### config.mk
export PLATFORM = sky130hd
export DESIGN_NAME = dmem_responder
export DESIGN_NICKNAME = d
export VERILOG_FILES = /design/src/rtl/dmem_responder.sv
export SDC_FILE = /design/constraint.sdc
export NUM_CORES = 2
export LEC_CHECK = 0
export ABC_AREA = 1
export CORE_ASPECT_RATIO = 0.9
export CORE_MARGIN = 8
export CORE_UTILIZATION = 35
export DETAILED_ROUTE_END_ITERATION = 10
export PLACE_DENSITY_LB_ADDON = 0.3
export SYNTH_ARGS = -nofsm -noshare
export SYNTH_HDL_FRONTEND = slang
export SYNTH_SLANG_ARGS = --single-unit
### constraint.sdc
create_clock -name clk -period 9.4 [get_ports clk]
set_clock_uncertainty 0.15 [all_clocks]
set_input_delay 2.35 -clock clk [delete_from_list [all_inputs] [get_ports clk]]
set_output_delay 2.35 -clock clk [all_outputs]
set_load 0.01 [all_outputs]
### src/rtl/dmem_responder.sv
// dmem_responder: data-side memory responder for the single-cycle core.
// Serves word loads/stores against a small data RAM and a memory-mapped I/O
// window holding a free-running cycle counter and a transmit FIFO. The FIFO
// drains to an external consumer over a valid/ready port.
module dmem_responder #(
  parameter int RAM_WORDS  = 64,
  parameter int FIFO_DEPTH = 8
) (
  input  logic        clk,
  input  logic        reset,
  input  logic        MemWrite,
  input  logic [31:0] ALUResult,
  input  logic [31:0] WriteData,
  output logic [31:0] ReadData,
  output logic        tx_valid,
  output logic [31:0] tx_data,
  input  logic        tx_ready
);

  localparam int AW = $clog2(RAM_WORDS);
  localparam int PW = $clog2(FIFO_DEPTH);
  localparam int CW = PW + 1;

  localparam logic [31:0] ADDR_CYCLE  = 32'h8000_0000;
  localparam logic [31:0] ADDR_TXDATA = 32'h8000_0004;
  localparam logic [31:0] ADDR_STATUS = 32'h8000_0008;

  localparam logic [CW-1:0] COUNT_FULL = CW'(FIFO_DEPTH);

  // Which target the current access selects.
  typedef enum logic [2:0] {
    SEL_NONE,
    SEL_RAM,
    SEL_CYCLE,
    SEL_TXDATA,
    SEL_STATUS
  } sel_e;

  sel_e             sel;
  logic [31:0]      word_addr;
  logic [AW-1:0]    ram_idx;

  logic [31:0]      ram [RAM_WORDS];
  logic [31:0]      cycle_cnt;

  logic [31:0]      fifo_mem [FIFO_DEPTH];
  logic [PW-1:0]    rd_ptr;
  logic [PW-1:0]    wr_ptr;
  logic [CW-1:0]    count;
  logic             overflow;

  logic             fifo_full;
  logic             fifo_empty;
  logic             push;
  logic             pop;
  logic             fifo_wr_en;
  logic             ovf_set;
  logic             ovf_clr;
  logic [31:0]      status_word;

  // Byte-lane bits are irrelevant for word-only accesses.
  logic             unused_byte_lane;
  assign unused_byte_lane = ^ALUResult[1:0];

  assign word_addr = {ALUResult[31:2], 2'b00};
  assign ram_idx   = ALUResult[AW+1:2];

  // Address decode: RAM sits at the bottom of the low half; I/O registers
  // are exact word matches in the high half. Everything else is a hole.
  always_comb begin
    // NOTE: every signal written here gets a default first, so no input
    // combination can leave it holding a value (which would infer a latch).
    sel = SEL_NONE;
    if (!ALUResult[31]) begin
      if (ALUResult[30:AW+2] == '0) sel = SEL_RAM;
    end else begin
      case (word_addr)
        ADDR_CYCLE:  sel = SEL_CYCLE;
        ADDR_TXDATA: sel = SEL_TXDATA;
        ADDR_STATUS: sel = SEL_STATUS;
        default:     sel = SEL_NONE;
      endcase
    end
  end

  // FIFO handshake and status flags.
  assign fifo_full  = (count == COUNT_FULL);
  assign fifo_empty = (count == '0);
  assign tx_valid   = !fifo_empty;
  assign tx_data    = tx_valid ? fifo_mem[rd_ptr] : '0;

  assign push = MemWrite && (sel == SEL_TXDATA);
  assign pop  = tx_valid && tx_ready;

  // A push into a full FIFO still lands when a pop frees the head slot.
  assign fifo_wr_en = push && !reset && (pop || !fifo_full);
  assign ovf_set    = push && !pop && fifo_full;
  assign ovf_clr    = MemWrite && (sel == SEL_STATUS) && WriteData[2];

  assign status_word = {16'h0000, 8'(count), 5'b00000, overflow, fifo_empty, fifo_full};

  // Load data mux; combinational so the core completes loads in one cycle.
  always_comb begin
    ReadData = '0;
    case (sel)
      SEL_RAM:    ReadData = ram[ram_idx];
      SEL_CYCLE:  ReadData = cycle_cnt;
      SEL_STATUS: ReadData = status_word;
      default:    ReadData = '0;
    endcase
  end

  // Free-running cycle counter, wraps naturally at 32 bits.
  always_ff @(posedge clk) begin
    // NOTE: sequential state uses non-blocking assignment so every flop in
    // the design samples pre-edge values, independent of block ordering.
    if (reset) cycle_cnt <= '0;
    else       cycle_cnt <= cycle_cnt + 32'd1;
  end

  // Storage arrays: data RAM and FIFO slots.
  always_ff @(posedge clk) begin
    // NOTE: storage arrays are intentionally left out of reset; contents
    // persist across reset and only the pointers/count define validity.
    if (MemWrite && (sel == SEL_RAM)) ram[ram_idx] <= WriteData;
    if (fifo_wr_en)                   fifo_mem[wr_ptr] <= WriteData;
  end

  // FIFO pointers and occupancy count.
  always_ff @(posedge clk) begin
    if (reset) begin
      rd_ptr <= '0;
      wr_ptr <= '0;
      count  <= '0;
    end else begin
      if (push && pop) begin
        rd_ptr <= rd_ptr + PW'(1);
        wr_ptr <= wr_ptr + PW'(1);
      end else if (push) begin
        if (!fifo_full) begin
          wr_ptr <= wr_ptr + PW'(1);
          count  <= count + CW'(1);
        end
      end else if (pop) begin
        rd_ptr <= rd_ptr + PW'(1);
        count  <= count - CW'(1);
      end
    end
  end

  // Sticky overflow flag; a set in the same cycle as a clear wins.
  always_ff @(posedge clk) begin
    if (reset)        overflow <= 1'b0;
    else if (ovf_set) overflow <= 1'b1;
    else if (ovf_clr) overflow <= 1'b0;
  end

endmodule

==> impl_metrics.yaml <==
floorplan:
  chipHeight_um: 515.0
  die_area_um2: 293700
  core_area_um2: 275700
  io-pin-count: 133
  initial_utilization_pct: 35.12
  std_cell_rows: 183
  die_x_um: 570.4
synthesis:
  syn_area_um2: 96820
  yosys-top-cells-area: "edfxtp_1 71%, nand2_1 16%, a21oi_1 3.2%"
  yosys_warnings: 0
  ys_seq_area_share_pct: 72.41
  synthCells: 8761
  synth_edf_count: 2304
  avgSynthCellArea_um2: 11.05
  yosys.area.top_type: "edfxtp_1"
  synthesis.nets: 8837
  ys_ff_latch: 2350
  synth.distinct_cells: 45
  ys.flop_type: "edfxtp_1"
  synthArstFlopShare_pct: 0
  synth_top_area_share_pct: 71.46
cells_and_area:
  syn2layout_area_growth_pct: 13.56
  final_layout_size_suffix_gt1_share_pct: 7.404
  nets: 8945
  ff_latch_area_um2: 70110
  nFillCells: 26100
  multi_input_area_um2: 24520
place:
  io_buffers: 130
  place.gp.congestion: 0.8858
  hpwl_um: 163800
cts:
  cts_buffers: 237
  cts.htree.levels: 4
  clk_pin_slew_ns: 0.06
  clock-sinks: 2350
  post_cts_buffers: 0
  cts_buffer_depth: 4
  cts_root_buf: "clkbuf_16"
  ctsResizeCount: 0
  cts_tree: "built"
  cts_hold_buffers: 0
  worstSkewPairLatency_ns: 0.89
min_path:
  hp-class: "register to register"
  hp-start: "rd_ptr[2]$_SDFFE_PP0P_"
pwr:
  leakagePower_nw: 40.38
  irDropWorstVdd_mv: 0.1855
  p_per_area_nw_per_um2: 207.5
setup_path:
  endpoint_kind: "output pin"
  worstPathMaxFanout: 24
  critPathLaunchType: "input port"
  path_class: "input port to output pin"
  arrival_ns: 6.04
  required_ns: 6.90
  reg2reg_from: "count[0]$_SDFFE_PP0P_"
  startpoint: "ALUResult[7]"
routing:
  ant_nets: 0
  drt_iter0_drc: 7914
  drt-vias-per-instance: 5.100
  drt_wl_total_um: 294800
  route.detailed.drc: 0
  avgRoutedWirePerCell_um: 23.09
  dr.pass1.iters: 7
  num_vias: 65100
sta:
  maxSlewHeadroom_pct: 17.66
  setup_viol: 0
  period_needed_ns: 8.539
  tightest_slew_ns: 1.232
  fmax_ghz: 0.1171
  finalSetupTns_ns: 0
  rsz0062_at_grt: "false"
  fin_crit_sh_pct: 90.84
  whs_ns: 0.3145
  slew_violations: 0
  hold_violations: 0
status:
  status: "finished, final reports clean"
global_routing:
  gr-usage-all-layers_pct: 19.33
  grt_pass1_vias: 61030
  antenna_found_initial: 24
  grt_pass1_wl_um: 423800
  grt_max_degree: 157
  overflow: 0
run:
  max_cap_violations: 0
-- worst max-delay path: stages --
cell	delay, ns
clkdlybuf4s50_1	0.55
nor2_2	0.49
nand2_2	0.48
inv_1	0.39
buf_4	0.45
nand2_1	0.10
nand2_1	0.21
nor2_1	0.07
nand2_1	0.24
nand2_1	0.09
nand2_1	0.07
clkdlybuf4s50_1	0.53
-- stage by stage --
step	power (mW)	instances	area [um2]	utilization (%)	setup WS, ns
finish	22.81	12760	109900	39.88	0.8614
CTS	22.95	12750	109900	39.87	0.8406
detailed placement	14.15	12330	102800	37.30	0.8512
global placement	14.12	12330	102800	37.30	0.8536
global route	23.54	12750	109900	39.87	0.7189
floorplan	13.03	8761	96820	-	3.289
-- final timing paths --
check                           depth (start not counted)                         to  slack [ns]
worst max-delay path                                   12               ReadData[22]        0.86
worst min-delay path                                    2                   register        0.31
worst max register to register                          9  fifo_mem[7][26]$_DFFE_PP_        6.79
worst min register to register                          2                   register        0.31
-- cell type report --
type / instances / share of cell area (%)
Clock inverter: 116 / 0.7511
Clock buffer: 303 / 5.697
Timing Repair Buffer: 341 / 2.902
Antenna cell: 15 / 0.03414
Sequential cell: 2350 / 63.77
Multi-Input combinational cell: 5849 / 22.30
Tap cell: 3700 / 4.211
Inverter: 90 / 0.3368
-- placed cells by master (no fill, tap or decap), drive strengths merged, types with 2 or more instances in the layout --
| master | instances |
|---|---|
| nand2 | 4158 |
| edfxtp | 2304 |
| a21oi | 612 |
| o21ai | 421 |
| nor2 | 419 |
| clkbuf | 303 |
| buf | 246 |
| clkinv | 100 |
| clkdlybuf4s50 | 95 |
| inv | 88 |
| or2 | 57 |
| dfxtp | 46 |
| nand3 | 44 |
| a31oi | 35 |
| o22ai | 32 |
| nor3 | 24 |
| diode | 15 |
| nand4 | 14 |
| bufinv | 10 |
| clkinvlp | 8 |
| ha | 7 |
| nor4 | 5 |
| nor3b | 3 |
| xor2 | 3 |
| a22oi | 2 |
| o21bai | 2 |
| and3 | 2 |
| xnor2 | 2 |
-- state kept, by name, summed over array words and instances (netlist names), named ones only --
signal / flops
fifo_mem: 256
ram: 2048
overflow: 1
cycle_cnt: 32
count: 4
wr_ptr: 3
rd_ptr: 3
-- routing by layer --
layer  up-vias  wire length (um)  global-route usage (%)
li1      29900                 -                       -
met2      2635            132600                   30.20
met1     32120            126800                   27.54
met5         -                42                       0
met3       441             25150                   3.325
met4         6             10130                   6.119
-- cells in the mapped netlist, types with 2 or more instances --
cell / n
or2_1: 49
buf_1: 27
nor3_2: 4
buf_4: 67
nor2_1: 415
inv_1: 75
nand2_1: 4155
ha_1: 7
a22oi_1: 2
xor2_1: 3
clkbuf_1: 116
nor3_1: 20
nor2_2: 4
and3_1: 2
o21bai_1: 2
nand4_1: 14
a21oi_1: 612
nand2_2: 3
dfxtp_1: 46
clkinv_1: 4
inv_2: 10
edfxtp_1: 2304
nand3_2: 8
buf_6: 12
o22ai_1: 32
nand3_1: 36
xnor2_1: 2
o21ai_1: 246
a31oi_1: 35
buf_2: 248
o21ai_0: 175
nor3b_1: 3
nor4_1: 4
or2_2: 8
-- kinds of logic after synthesis --
logic type / Yosys count / share of synthesized area [%]
fa+ha+maj: 8 / 0.1111
xor+xnor: 5 / 0.04524
simple gates: 4729 / 18.73
buf+inv: 562 / 2.868
compound gates: 1107 / 5.830
flops: 2350 / 72.41
-- power breakdown --
group	internal (mW)	switching (mW)	total (mW)
combinational	0.708	1.66	2.37
sequential	11.5	0.0503	11.6
clock	4.94	3.94	8.88
Note: power is estimated with default switching activity, not from simulation.
